### src/rtl/game_timer_scheduler.sv
// game_timer_scheduler: 1 ms prescaler driving NUM_CH one-shot/periodic timeout channels with a priority event port
module game_timer_scheduler #(
  parameter int TICK_DIV = 50000,
  parameter int NUM_CH = 4,
  parameter int CNT_W = 8,
  parameter int CH_W = 2
) (
  input  logic              clock,
  input  logic              reset,
  input  logic              enable,
  input  logic              cfg_we,
  input  logic [CH_W-1:0]   cfg_ch,
  input  logic [CNT_W-1:0]  cfg_period,
  input  logic              cfg_periodic,
  input  logic [NUM_CH-1:0] start,
  input  logic [NUM_CH-1:0] stop,
  input  logic              event_ready,
  output logic              tick,
  output logic [NUM_CH-1:0] time_out,
  output logic [NUM_CH-1:0] busy,
  output logic              event_valid,
  output logic [CH_W-1:0]   event_ch,
  output logic [NUM_CH-1:0] overrun
);
  localparam int PRE_W = (TICK_DIV > 2) ? $clog2(TICK_DIV) : 1;
  typedef enum logic {IDLE, RUN} state_t;
  logic [PRE_W-1:0] pre;
  state_t state [NUM_CH];
  state_t state_n [NUM_CH];
  logic [CNT_W-1:0] rem [NUM_CH];
  logic [CNT_W-1:0] rem_n [NUM_CH];
  logic [CNT_W-1:0] period [NUM_CH];
  logic [NUM_CH-1:0] periodic, expire, pending, pend_n, consume;
  logic [CH_W-1:0] ch_n;
  // prescaler: tick is registered from the terminal count, so it lands the cycle after the wrap
  always_ff @(posedge clock) begin
    if (reset) begin
      pre <= '0;
      tick <= 1'b0;
    end else begin
      tick <= enable && pre == PRE_W'(TICK_DIV - 1);
      if (enable) pre <= (pre == PRE_W'(TICK_DIV - 1)) ? '0 : pre + 1'b1;
    end
  end
  // period/mode registers; only sampled on start or reload, never touching a running count
  always_ff @(posedge clock) begin
    if (reset) begin
      for (int i = 0; i < NUM_CH; i++) period[i] <= '0;
      periodic <= '0;
    end else if (cfg_we) begin
      period[cfg_ch] <= cfg_period;
      periodic[cfg_ch] <= cfg_periodic;
    end
  end
  // channel next-state: stop beats start beats tick; a zero period makes start a no-op
  always_comb begin
    for (int i = 0; i < NUM_CH; i++) begin
      state_n[i] = state[i];
      rem_n[i] = rem[i];
      expire[i] = 1'b0;
      if (stop[i]) state_n[i] = IDLE;
      else if (start[i] && period[i] != '0) begin
        state_n[i] = RUN;
        rem_n[i] = period[i];
      end else if (state[i] == RUN && tick) begin
        if (rem[i] != CNT_W'(1)) rem_n[i] = rem[i] - 1'b1;
        else begin
          expire[i] = 1'b1;
          rem_n[i] = period[i];
          if (!periodic[i] || period[i] == '0) state_n[i] = IDLE;
        end
      end
    end
  end
  // pending set: a same-cycle expiry re-arms the bit being consumed
  always_comb begin
    consume = '0;
    if (event_valid && event_ready) consume[event_ch] = 1'b1;
    pend_n = (pending & ~consume) | expire;
    ch_n = '0;
    for (int i = NUM_CH - 1; i >= 0; i--) if (pend_n[i]) ch_n = CH_W'(i);
  end
  // busy is a decode of the channel state register
  always_comb begin
    for (int i = 0; i < NUM_CH; i++) busy[i] = state[i] == RUN;
  end
  // channel and event registers; overrun is sticky until reset
  always_ff @(posedge clock) begin
    if (reset) begin
      for (int i = 0; i < NUM_CH; i++) begin
        state[i] <= IDLE;
        rem[i] <= '0;
      end
      pending <= '0;
      time_out <= '0;
      overrun <= '0;
      event_valid <= 1'b0;
      event_ch <= '0;
    end else begin
      for (int i = 0; i < NUM_CH; i++) begin
        state[i] <= state_n[i];
        rem[i] <= rem_n[i];
      end
      pending <= pend_n;
      time_out <= expire;
      overrun <= overrun | (expire & pending & ~consume);
      event_valid <= |pend_n;
      event_ch <= ch_n;
    end
  end
endmodule

### config.mk
export PLATFORM = sky130hd
export DESIGN_NAME = game_timer_scheduler
export DESIGN_NICKNAME = d
export VERILOG_FILES = /design/src/rtl/game_timer_scheduler.sv
export SDC_FILE = /design/constraint.sdc
export NUM_CORES = 1
export LEC_CHECK = 0
export CAP_MARGIN = 20
export CELL_PAD_IN_SITES_DETAIL_PLACEMENT = 1
export CELL_PAD_IN_SITES_GLOBAL_PLACEMENT = 2
export CORE_MARGIN = 3
export CORE_UTILIZATION = 35
export DETAILED_ROUTE_END_ITERATION = 10
export MAX_ROUTING_LAYER = met4
export PLACE_DENSITY = 0.78
export RECOVER_POWER = 25
export SYNTH_ARGS = -nofsm -noshare
export SYNTH_HDL_FRONTEND = slang
export SYNTH_SLANG_ARGS = --single-unit
### constraint.sdc
create_clock -name clock -period 6.7 [get_ports clock]
set_input_delay 1.34 -clock clock [delete_from_list [all_inputs] [get_ports clock]]
set_output_delay 1.34 -clock clock [all_outputs]
set_load 0.005 [all_outputs]
# Word-level counts from Yosys, hierarchy flattened
# Memories as Yosys holds them, arrays and structs flattened.
# Index checks and enable logic that the tools add are counted.
# totals
mem_count	3
input_bits	24
mem_bits_rw	68
wordCells	151
ff_bits	36
out_inout_bits	16
# mem_list
memory	depth	word_bits	rd	rd_clocked_by_memory_dff	write_ports	line	source
period	4	8	4	0	4	32	logic [CNT_W-1:0] period [NUM_CH];
rem	4	8	4	0	4	30	logic [CNT_W-1:0] rem [NUM_CH];
state	4	1	4	0	4	28	state_t state [NUM_CH];
# classes
eq_ne	5
muxes	79
bitwise	14
n_reduce_logical	32
addsub	5
n_lt_le_gt_ge	4
# op_table
op	count
two-way mux 8 bit	21
two-way mux 1 bit	50
logical NOT 8 bit	4
inequality test 8 x 1 -> 1 bit (second input constant)	4
nonzero test 8 bit	4
subtractor 8 x 1 -> 8 bit (second input constant)	4
adder 16 x 1 -> 16 bit (second input constant)	1
== test 16 bit (second input constant)	1
two-way mux 16 bit	1
AND 4 bit	3
logical AND 1 bit	12
bitwise OR 1 bit	8
bitwise OR 4 bit	2
OR reduction 8 bit	1
< comparator 2 x 3 -> 1 bit (second input constant)	2
two-way mux 2 bit	3
bitwise mux 4 bit	1
demux 1 bit (select 2 bit)	2
>= comparator 2 x 1 -> 1 bit (second input constant)	2
logical NOT 1 bit	4
logical OR 1 bit	4
two-way mux 4 bit	1
NOT 4 bit	1
OR reduction 4 bit	1
other kinds (2)	2

# Longest topological paths before layout
# Gate-level depths: netlist of the first run.
# depth
word_depth	11
mapped_depth	7
ltp_nobuf	6

# Worst setup path after synthesis of the first run
# Ideal clock, no wire load.
# synth_timing
path_type	in2reg
from	input port start[1]
to	memory rem[1][5]
cell_stages	5
slack_ns	4.078
setup_time_ns	0.096
required_time_ns	6.604
arrival_time_ns	2.527
path_buffers	1
cell_sequence	a21bo_2 -> clkbuf_1 -> a21oi_1 -> o21ai_0 -> a221oi_1
# synth_lines
element	line	source
start: declaration	15	input logic [NUM_CH-1:0] start,
end: declaration	30	

==> results of run 1 <==
## worst min path at each step
stage / start / end / slack, ns / cells past startpoint
2_1_floorplan: periodic[0] / periodic[0] / 0.43 / 2
3_3_place_gp: overrun[2] / overrun[2] / 0.45 / 2
3_5_place_dp: overrun[3] / overrun[3] / 0.45 / 2
4_1_cts: overrun[2] / overrun[2] / 0.47 / 2
5_1_grt: overrun[3] / overrun[3] / 0.50 / 2
6_report: overrun[3] / overrun[3] / 0.46 / 2
## layout by cell type, fill, tap and decap left out, types with 7 or more instances in the layout
master | netlist | final
clkdlybuf4s50_1 | 0 | 17
nand2_1 | 55 | 55
a21boi_0 | 9 | 9
a211oi_1 | 7 | 7
nand3_1 | 25 | 25
nor4_1 | 11 | 11
mux2i_1 | 9 | 9
dfxtp_1 | 72 | 72
xor2_1 | 10 | 10
clkbuf_16 | 0 | 9
dlygate4sd3_1 | 0 | 21
inv_1 | 27 | 28
a21oi_1 | 12 | 12
o21ai_0 | 41 | 41
a32o_1 | 8 | 8
edfxtp_1 | 32 | 32
ha_1 | 9 | 9
nor2_1 | 75 | 75
nor3_1 | 22 | 22
## cell type report
| type | count | area [µm²] | share of cell area (%) |
|---|---|---|---|
| clock buffers | 10 | 229.0 | 3.925 |
| clock inverters | 6 | 83.83 | 1.437 |
| inverters | 28 | 105.1 | 1.801 |
| multi-input cells | 396 | 2396 | 41.07 |
| flip-flops and latches | 104 | 2402 | 41.18 |
| well taps | 180 | 225.2 | 3.860 |
| repair buffers | 40 | 392.9 | 6.734 |
## metrics by stage
step                      utilization, %  hold WS, ns  instance area (µm²)
after global routing               41.87       0.4968                 5834
after floorplan                        -       0.4325                 5001
after global placement             39.67       0.4474                 5528
final                              41.87       0.4635                 5834
after detailed placement           39.67       0.4510                 5528
after CTS                          41.91       0.4733                 5841
## registers in the layout (all words and copies together) (netlist names)
register / flops
overrun: 4
rem: 32
event_ch: 2
periodic: 4
state: 4
time_out: 4
tick: 1
pending: 4
period: 32
event_valid: 1
pre: 16
## layer usage
layer | vias up | routed length [µm]
li1 | 2054 | -
met1 | 2050 | 6602
met2 | 73 | 6740
met3 | 10 | 624
met4 | 0 | 125
met5 | - | 0
## power groups by stage
stage	clock network (W)	registers [W]	logic, W
2_1_floorplan	0	0.000716	0.000135
3_3_place_gp	0	0.000727	0.000186
3_5_place_dp	0	0.000728	0.000191
4_1_cts	0.000580	0.000714	0.000192
5_1_grt	0.000606	0.000719	0.000214
6_report	0.000570	0.000714	0.000190
## critical path: stages
cell	delay, ns
buf_2	0.09
buf_4	0.29
inv_1	0.79
nand2_1	0.45
o41ai_1	0.44
## kinds of logic after synthesis
logic type      Yosys count
flops                   104
xor+xnor                 15
fa+ha+maj                 9
buf+inv                  48
mux                      12
compound gates          124
simple gates            236
==> flow_summary.toml, run 1 <==
[synthesis]
synth.area.mux_share_pct = 2.477
async_flop_share_pct = 0
syn_area_mm2 = 0.005001
synth_cells = 548
synthAdderAreaFrac_pct = 2.252
avgSynthCellArea_um2 = 9.126
synth_xor_area_share_pct = 2.627
synth_top_area_cell = "dfxtp_1"
synthTopCellsByArea = "dfxtp_1 29%, edfxtp_1 19%, nor2_1 5.6%"
synth-main-ff-cell = "dfxtp_1"
ys_warn_count = 0
synth_top_area_share_pct = 28.82
synth_top_family_by_area = "simple AND/OR/NAND/NOR gates"
synth_edf_count = 32
synthDistinctLibCells = 56
yosys-top-cells-count = "75 x nor2_1, 72 x dfxtp_1, 55 x nand2_1, 41 x o21ai_0, 32 x edfxtp_1"
synth.most_common_cell = "nor2_1"
syn_nets = 581
synth-compound-area-share_pct = 16.99
synth-simple-area-share_pct = 23.69
synth-seq-area-share_pct = 48.04
synth_seq_cells = 104

[clock_tree]
clkTransAtPathRegs_ns = 0.07
cts_tree = "built"
root_buffer = "clkbuf_16"
cts-resized-gates = 0
insertion_delay_ns = 0.35
clock-sinks = 104
hold_buffers = 0
post_cts_buffers = 0
cts_max_path_buffers = 2
cts_made_buffers = 9
htreeDepth = 3

[sta]
max_freq_ghz = 0.3128
setup_tns_ns = 0
slew_headroom_pct = 34.93
setup_viol = 0
min_period_ns = 3.196
worst_slack_ns = 3.504
finalHoldViolCount = 0
skew_ns = 0.009299
finalCritPeriodShare_pct = 47.71
tightest_slew_ns = 0.9751
drv_slew = 0
rsz0062_at_grt = "false"

[global_route]
grt-ovfl-total = 0
grt_busiest_layer = "met2"
grt_pass1_wl_um = 23220
first_global_vias = 4372
antenna_found_initial = 0
grtUsageMet3_pct = 4.528
grt_usage_pct = 18.64
grt_max_degree = 44
met1_usage_pct = 24.11
globalRouteMet2Util_pct = 30.02

[worst_setup_path]
critical_path_class = "input pin to flip-flop"
critical_path_arrival_ns = 3.44
rr_endpoint = "rem[3][6]"
worstReg2RegStart = "rem[3][3]"
crit_end = "overrun[0]"
worstSetupStartpoint = "reset"
start_kind = "input pin"
worstPathMaxFanout = 43
r2r_slack_ns = 4.08
critPathCaptureType = "flip-flop"
r2r_cells = 5
worstPathRequired_ns = 6.95

[drt]
viasPerCell = 5.480
drt-pass1-iter-count = 4
drcViolationCount = 0
drtIter0Drc = 232
via_count = 4187
antenna_left = 0
routed_wl_um = 14090
drt-wirelength-per-cell_um = 18.45

[die]
dieArea_mm2 = 0.01576
ios = 40
die_x_um = 125.5
initial_core_util_pct = 35.89
fp.dieH_um = 125.5
num_rows = 43
core-area_mm2 = 0.01393

[power_and_ir_drop]
power_frac_seq_pct = 48.4
vdd_drop_max_mv = 0.1500
cell_internal_pwr_w = 0.001086
power_density_mw_per_mm2 = 252.6
p_clk_share_pct = 38.7
cellLeakagePower_nw = 2.128
p_comb_share_pct = 12.9
total_power_w = 0.001474
p_sw_share_pct = 26.33
netSwitchingPower_w = 0.0003880

[placement]
gp_congestion = 0.8471
post-place-ws_ns = 3.363
numPortBuffers = 39
dp_cells = 748
dp_hpwl_um = 10210

[finish]
nNetsFinal = 612
drive_gt1_share_pct = 4.795
syn_to_final_growth_pct = 16.66
fillers = 1603
fin_cells = 764
antenna_cells = 0

[outcome]
status = "completed"

[flow_run]
drv_cap = 0

[worst_hold_path]
min_path_type = "flip-flop to flip-flop"
Note: power is estimated with default switching activity, not from simulation.
==> run 2: changes to the inputs <==
==> constraint.sdc (replaced) <==
create_clock -name clock -period 3.1 [get_ports clock]
set_input_delay 0.62 -clock clock [delete_from_list [all_inputs] [get_ports clock]]
set_output_delay 0.62 -clock clock [all_outputs]
set_load 0.005 [all_outputs]
==> flow_summary.toml, run 2 (synthesized netlist as in run 1, its figures left out) <==
[power_and_ir_drop]
cellLeakagePower_nw = 2.146
p_sw_share_pct = 26.60
vdd_drop_max_mv = 0.2464
netSwitchingPower_w = 0.0008267
p_clk_share_pct = 36.7
cell_internal_pwr_w = 0.002282
power_density_mw_per_mm2 = 526.1
p_comb_share_pct = 13.6
power_frac_seq_pct = 49.6

[clock_tree]
cts_max_path_buffers = 2
insertion_delay_ns = 0.35
root_buffer = "clkbuf_16"
cts-resized-gates = 0
clock-sinks = 104
cts_tree = "built"
htreeDepth = 3
clkTransAtPathRegs_ns = 0.07
hold_buffers = 0
post_cts_buffers = 0
cts_made_buffers = 9

[finish]
seq_area_mm2 = 0.002402
top_regs = "period x32, rem x32, pre x16"
mostFrequentLayoutCell = "nor2_1"
drive_gt1_share_pct = 6.868
fillers = 1620
syn_to_final_growth_pct = 18.14
antenna_cells = 0
multi_input_area_mm2 = 0.002402
final_cell_mix = "75 x nor2_1, 72 x dfxtp_1, 55 x nand2_1"
final_area_mm2 = 0.005908
fin_util_pct = 42.40
nNetsFinal = 625

[die]
dieArea_mm2 = 0.01576
fp.dieH_um = 125.5
num_rows = 43
core-area_mm2 = 0.01393
die_x_um = 125.5
ios = 40
initial_core_util_pct = 35.89

[sta]
setup_viol = 0
finalCritPeriodShare_pct = 82.20
worst_slack_ns = 0.5518
tightest_slew_ns = 0.9494
skew_ns = 0.006780
min_period_ns = 2.548
finalHoldViolCount = 0
slew_headroom_pct = 36.71
holdWs_ns = 0.4608
rsz0062_at_grt = "false"
setup_tns_ns = 0
max_freq_ghz = 0.3924
drv_slew = 0

[worst_setup_path]
rr_endpoint = "rem[3][7]"
worstSetupStartpoint = "reset"
worstReg2RegStart = "rem[3][3]"
crit_slowest_cell = "clkbuf_1"
critical_path_class = "input pin to flip-flop"
crit_family = "buffers and inverters"
critical_path_arrival_ns = 2.56
start_kind = "input pin"
r2r_cells = 5
crit_end = "period[1][3]"
path_cells = "clkbuf_1 > inv_1 > clkbuf_2 > nand2_1"
path_buf_inv = 3
worstPathRequired_ns = 3.12
r2r_slack_ns = 0.69
critPathCaptureType = "flip-flop"
crit_path_max_incr_delay_ns = 0.68
path_depth = 4
worstPathMaxFanout = 17

[drt]
viasPerCell = 5.465
drtIter0Drc = 298
drcViolationCount = 0
via_count = 4246
drt-wirelength-per-cell_um = 17.96
routed_wl_um = 13960
antenna_left = 0
drt-pass1-iter-count = 4

[global_route]
grt_usage_pct = 18.64
first_global_vias = 4437
grt-ovfl-total = 0
antenna_found_initial = 0
grt_pass1_wl_um = 23050
grt_max_degree = 28

[placement]
gp_congestion = 0.8675
dp_hpwl_um = 10340
place_area_mm2 = 0.005625
numPortBuffers = 39
post-place-ws_ns = 0.5936

[outcome]
status = "completed"

[worst_hold_path]
min_path_type = "flip-flop to flip-flop"

[flow_run]
drv_cap = 0
## run 2: worst min-delay path, cell delays in order, from the launching register on
cell and delay (ns):
dfxtp_1 0.32, nand2_1 0.05, o41ai_1 0.05
## run 2: area by class of cell
type,instances,share of cell area [%]
Clock buffer,11,3.939
Clock inverter,5,0.9106
Inverter,28,1.779
Multi-Input combinational cell,396,40.66
Sequential cell,104,40.66
Tap cell,180,3.812
Timing Repair Buffer,53,8.238
## run 2: how the worst min path moves through the flow
stage,start,end,slack [ns],depth (start not counted)
floorplan,periodic[0],periodic[0],0.43,2
global placement,overrun[2],overrun[2],0.45,2
detailed placement,overrun[2],overrun[2],0.45,2
CTS,overrun[2],overrun[2],0.46,2
global route,overrun[2],overrun[2],0.48,2
finish,overrun[2],overrun[2],0.46,2
## run 2: power groups by stage
stage / combinational (W) / clock, W / sequential (W)
after floorplan: 0.000291 / 0 / 0.00155
after global placement: 0.000415 / 0 / 0.00157
after detailed placement: 0.000424 / 0 / 0.00157
after CTS: 0.000428 / 0.00118 / 0.00154
after global routing: 0.000474 / 0.00123 / 0.00155
final: 0.000424 / 0.00114 / 0.00154
## run 2: routing by layer
metal  GRT usage [%]  wire, µm
met5               -         0
met4           6.505       263
met3           3.033       510
met1           23.96      6584
met2           29.86      6598
## run 2: stage by stage
stage | instances | power, W
3_5_place_dp | 761 | 0.001997
3_3_place_gp | 761 | 0.001986
2_1_floorplan | 548 | 0.001838
5_1_grt | 777 | 0.003261
6_report | 777 | 0.003109
4_1_cts | 777 | 0.003154
==> run 3: changes to the inputs <==
--- a/config.mk
+++ b/config.mk
@@ -9,10 +9,10 @@
 export CELL_PAD_IN_SITES_DETAIL_PLACEMENT = 1
 export CELL_PAD_IN_SITES_GLOBAL_PLACEMENT = 2
 export CORE_MARGIN = 3
-export CORE_UTILIZATION = 35
+export CORE_UTILIZATION = 33
 export DETAILED_ROUTE_END_ITERATION = 10
 export MAX_ROUTING_LAYER = met4
-export PLACE_DENSITY = 0.78
+export PLACE_DENSITY = 0.77
 export RECOVER_POWER = 25
 export SYNTH_ARGS = -nofsm -noshare
 export SYNTH_HDL_FRONTEND = slang
==> constraint.sdc (replaced) <==
create_clock -name clock -period 2.3 [get_ports clock]
set_input_delay 0.46 -clock clock [delete_from_list [all_inputs] [get_ports clock]]
set_output_delay 0.46 -clock clock [all_outputs]
set_load 0.005 [all_outputs]
==> flow_summary.toml, run 3 (synthesized netlist as in run 1, its figures left out) <==
[sta]
skew_ns = 0.007236
min_period_ns = 2.218
setup_viol = 0
max_freq_ghz = 0.4509
setup_tns_ns = 0
drv_slew = 0
finalHoldViolCount = 0
slew_headroom_pct = 65.29
finalCritPeriodShare_pct = 96.43
rsz0062_at_grt = "false"
tightest_slew_ns = 0.5206

[finish]
fin_util_pct = 41.14
syn_to_final_growth_pct = 20.92
fillers = 1705
nNetsFinal = 639
final_cell_mix = "75 x nor2_1, 72 x dfxtp_1, 53 x nand2_1"
mostFrequentLayoutCell = "nor2_1"
antenna_cells = 0
top_regs = "period x32, rem x32, pre x16"
drive_gt1_share_pct = 10.15

[worst_setup_path]
worstReg2RegStart = "rem[2][4]"
critPathCaptureType = "flip-flop"
start_kind = "flip-flop"
r2r_slack_ns = 0.08
critical_path_class = "flip-flop to flip-flop"
rr_endpoint = "event_ch[1]"
worstPathMaxFanout = 5
critical_path_arrival_ns = 2.49
worstPathRequired_ns = 2.57
r2r_cells = 5

[global_route]
grt_pass1_wl_um = 23310
grt_usage_pct = 18.30
antenna_found_initial = 0
grt-ovfl-total = 0
first_global_vias = 4536
grt_max_degree = 41

[drt]
drcViolationCount = 0
drtIter0Drc = 243
via_count = 4365
drt-pass1-iter-count = 4
routed_wl_um = 14140
viasPerCell = 5.491
drt-wirelength-per-cell_um = 17.79
antenna_left = 0

[clock_tree]
clock-sinks = 104
insertion_delay_ns = 0.35
cts_max_path_buffers = 2
clkTransAtPathRegs_ns = 0.07
root_buffer = "clkbuf_16"
cts_made_buffers = 9
cts_tree = "built"
htreeDepth = 3

[die]
ios = 40
num_rows = 44
initial_core_util_pct = 34.02
fp.dieH_um = 129.1
core-area_mm2 = 0.01470
die_x_um = 129.1
dieArea_mm2 = 0.01667

[worst_hold_path]
whs_endpoint = "overrun[2]"
min_path_type = "flip-flop to flip-flop"
hold_path_depth = 2
hp-start = "overrun[2]"

[power_and_ir_drop]
vdd_drop_max_mv = 0.3743
cellLeakagePower_nw = 2.200
power_density_mw_per_mm2 = 705.5
total_power_w = 0.004266

[placement]
numPortBuffers = 39
dp_hpwl_um = 10390
gp_congestion = 0.8458

[flow_run]
drv_cap = 0

[outcome]
status = "completed"
-- run 3: final cells by class --
cell class / instances / area (µm²) / share of cell area (%)
multi-input combinational: 396 / 2414 / 39.91
sequential: 104 / 2402 / 39.73
timing repair buffer: 67 / 595.6 / 9.849
clock buffer: 12 / 246.5 / 4.076
tap: 184 / 230.2 / 3.807
inverter: 28 / 105.1 / 1.738
clock inverter: 4 / 53.80 / 0.8897
-- run 3: timing repair --
item / 4_1_cts / 5_1_grt
hold buffers: 0 / 0
endpoints found under the setup margin: 0 / 6
endpoints found under the hold margin: 0 / 0
buffers inserted: 0 / 0
gates resized for setup: 0 / 3
-- run 3: critical path: stages, from the launching register on --
cell	delay, ns
dfxtp_1	0.36
or4_4	0.54
or4b_4	0.57
o31a_1	0.30
o211a_2	0.15
nor4b_4	0.20
-- run 3: report_power, final --
group	total (W)	switching, W	internal, W
logic	0.000609	0.000344	0.000265
clock network	0.00158	0.000703	0.000879
registers	0.00207	0.0000846	0.00199
-- run 3: metrics by stage --
| stage | setup WS [ns] | hold slack [ns] | std cells | cell area [µm²] |
|---|---|---|---|---|
| after global placement | 0.1405 | 0.4515 | 779 | 5736 |
| after detailed placement | 0.06644 | 0.4581 | 779 | 5736 |
| after global routing | 0.01009 | 0.5098 | 795 | 6047 |
| after floorplan | 0.1284 | 0.4325 | 548 | 5001 |
| after CTS | 0.04004 | 0.4735 | 795 | 6036 |
| final | 0.08205 | 0.4709 | 795 | 6047 |
-- run 3: routing by layer --
layer / track usage [%] / part of all wire, % / wire length, µm / vias to the layer above
met1: 23.25 / 47 / 6641 / 2133
met4: 6.609 / 2.2 / 314 / 0
met5: - / 0 / 0 / -
met2: 28.63 / 47 / 6645 / 87
li1: - / - / - / 2119
met3: 4.204 / 3.8 / 539 / 26
-- run 3: worst max path at each step --
stage                    from           to  slack (ns)  cells past startpoint
global placement    rem[3][3]    rem[3][7]        0.14                      5
floorplan           rem[2][3]  event_ch[1]        0.13                      5
global route        rem[3][3]    rem[3][7]        0.01                      5
CTS                 rem[3][3]    rem[3][7]        0.04                      5
detailed placement  rem[3][3]    rem[3][7]        0.07                      5
finish              rem[2][4]  event_ch[1]        0.08                      5
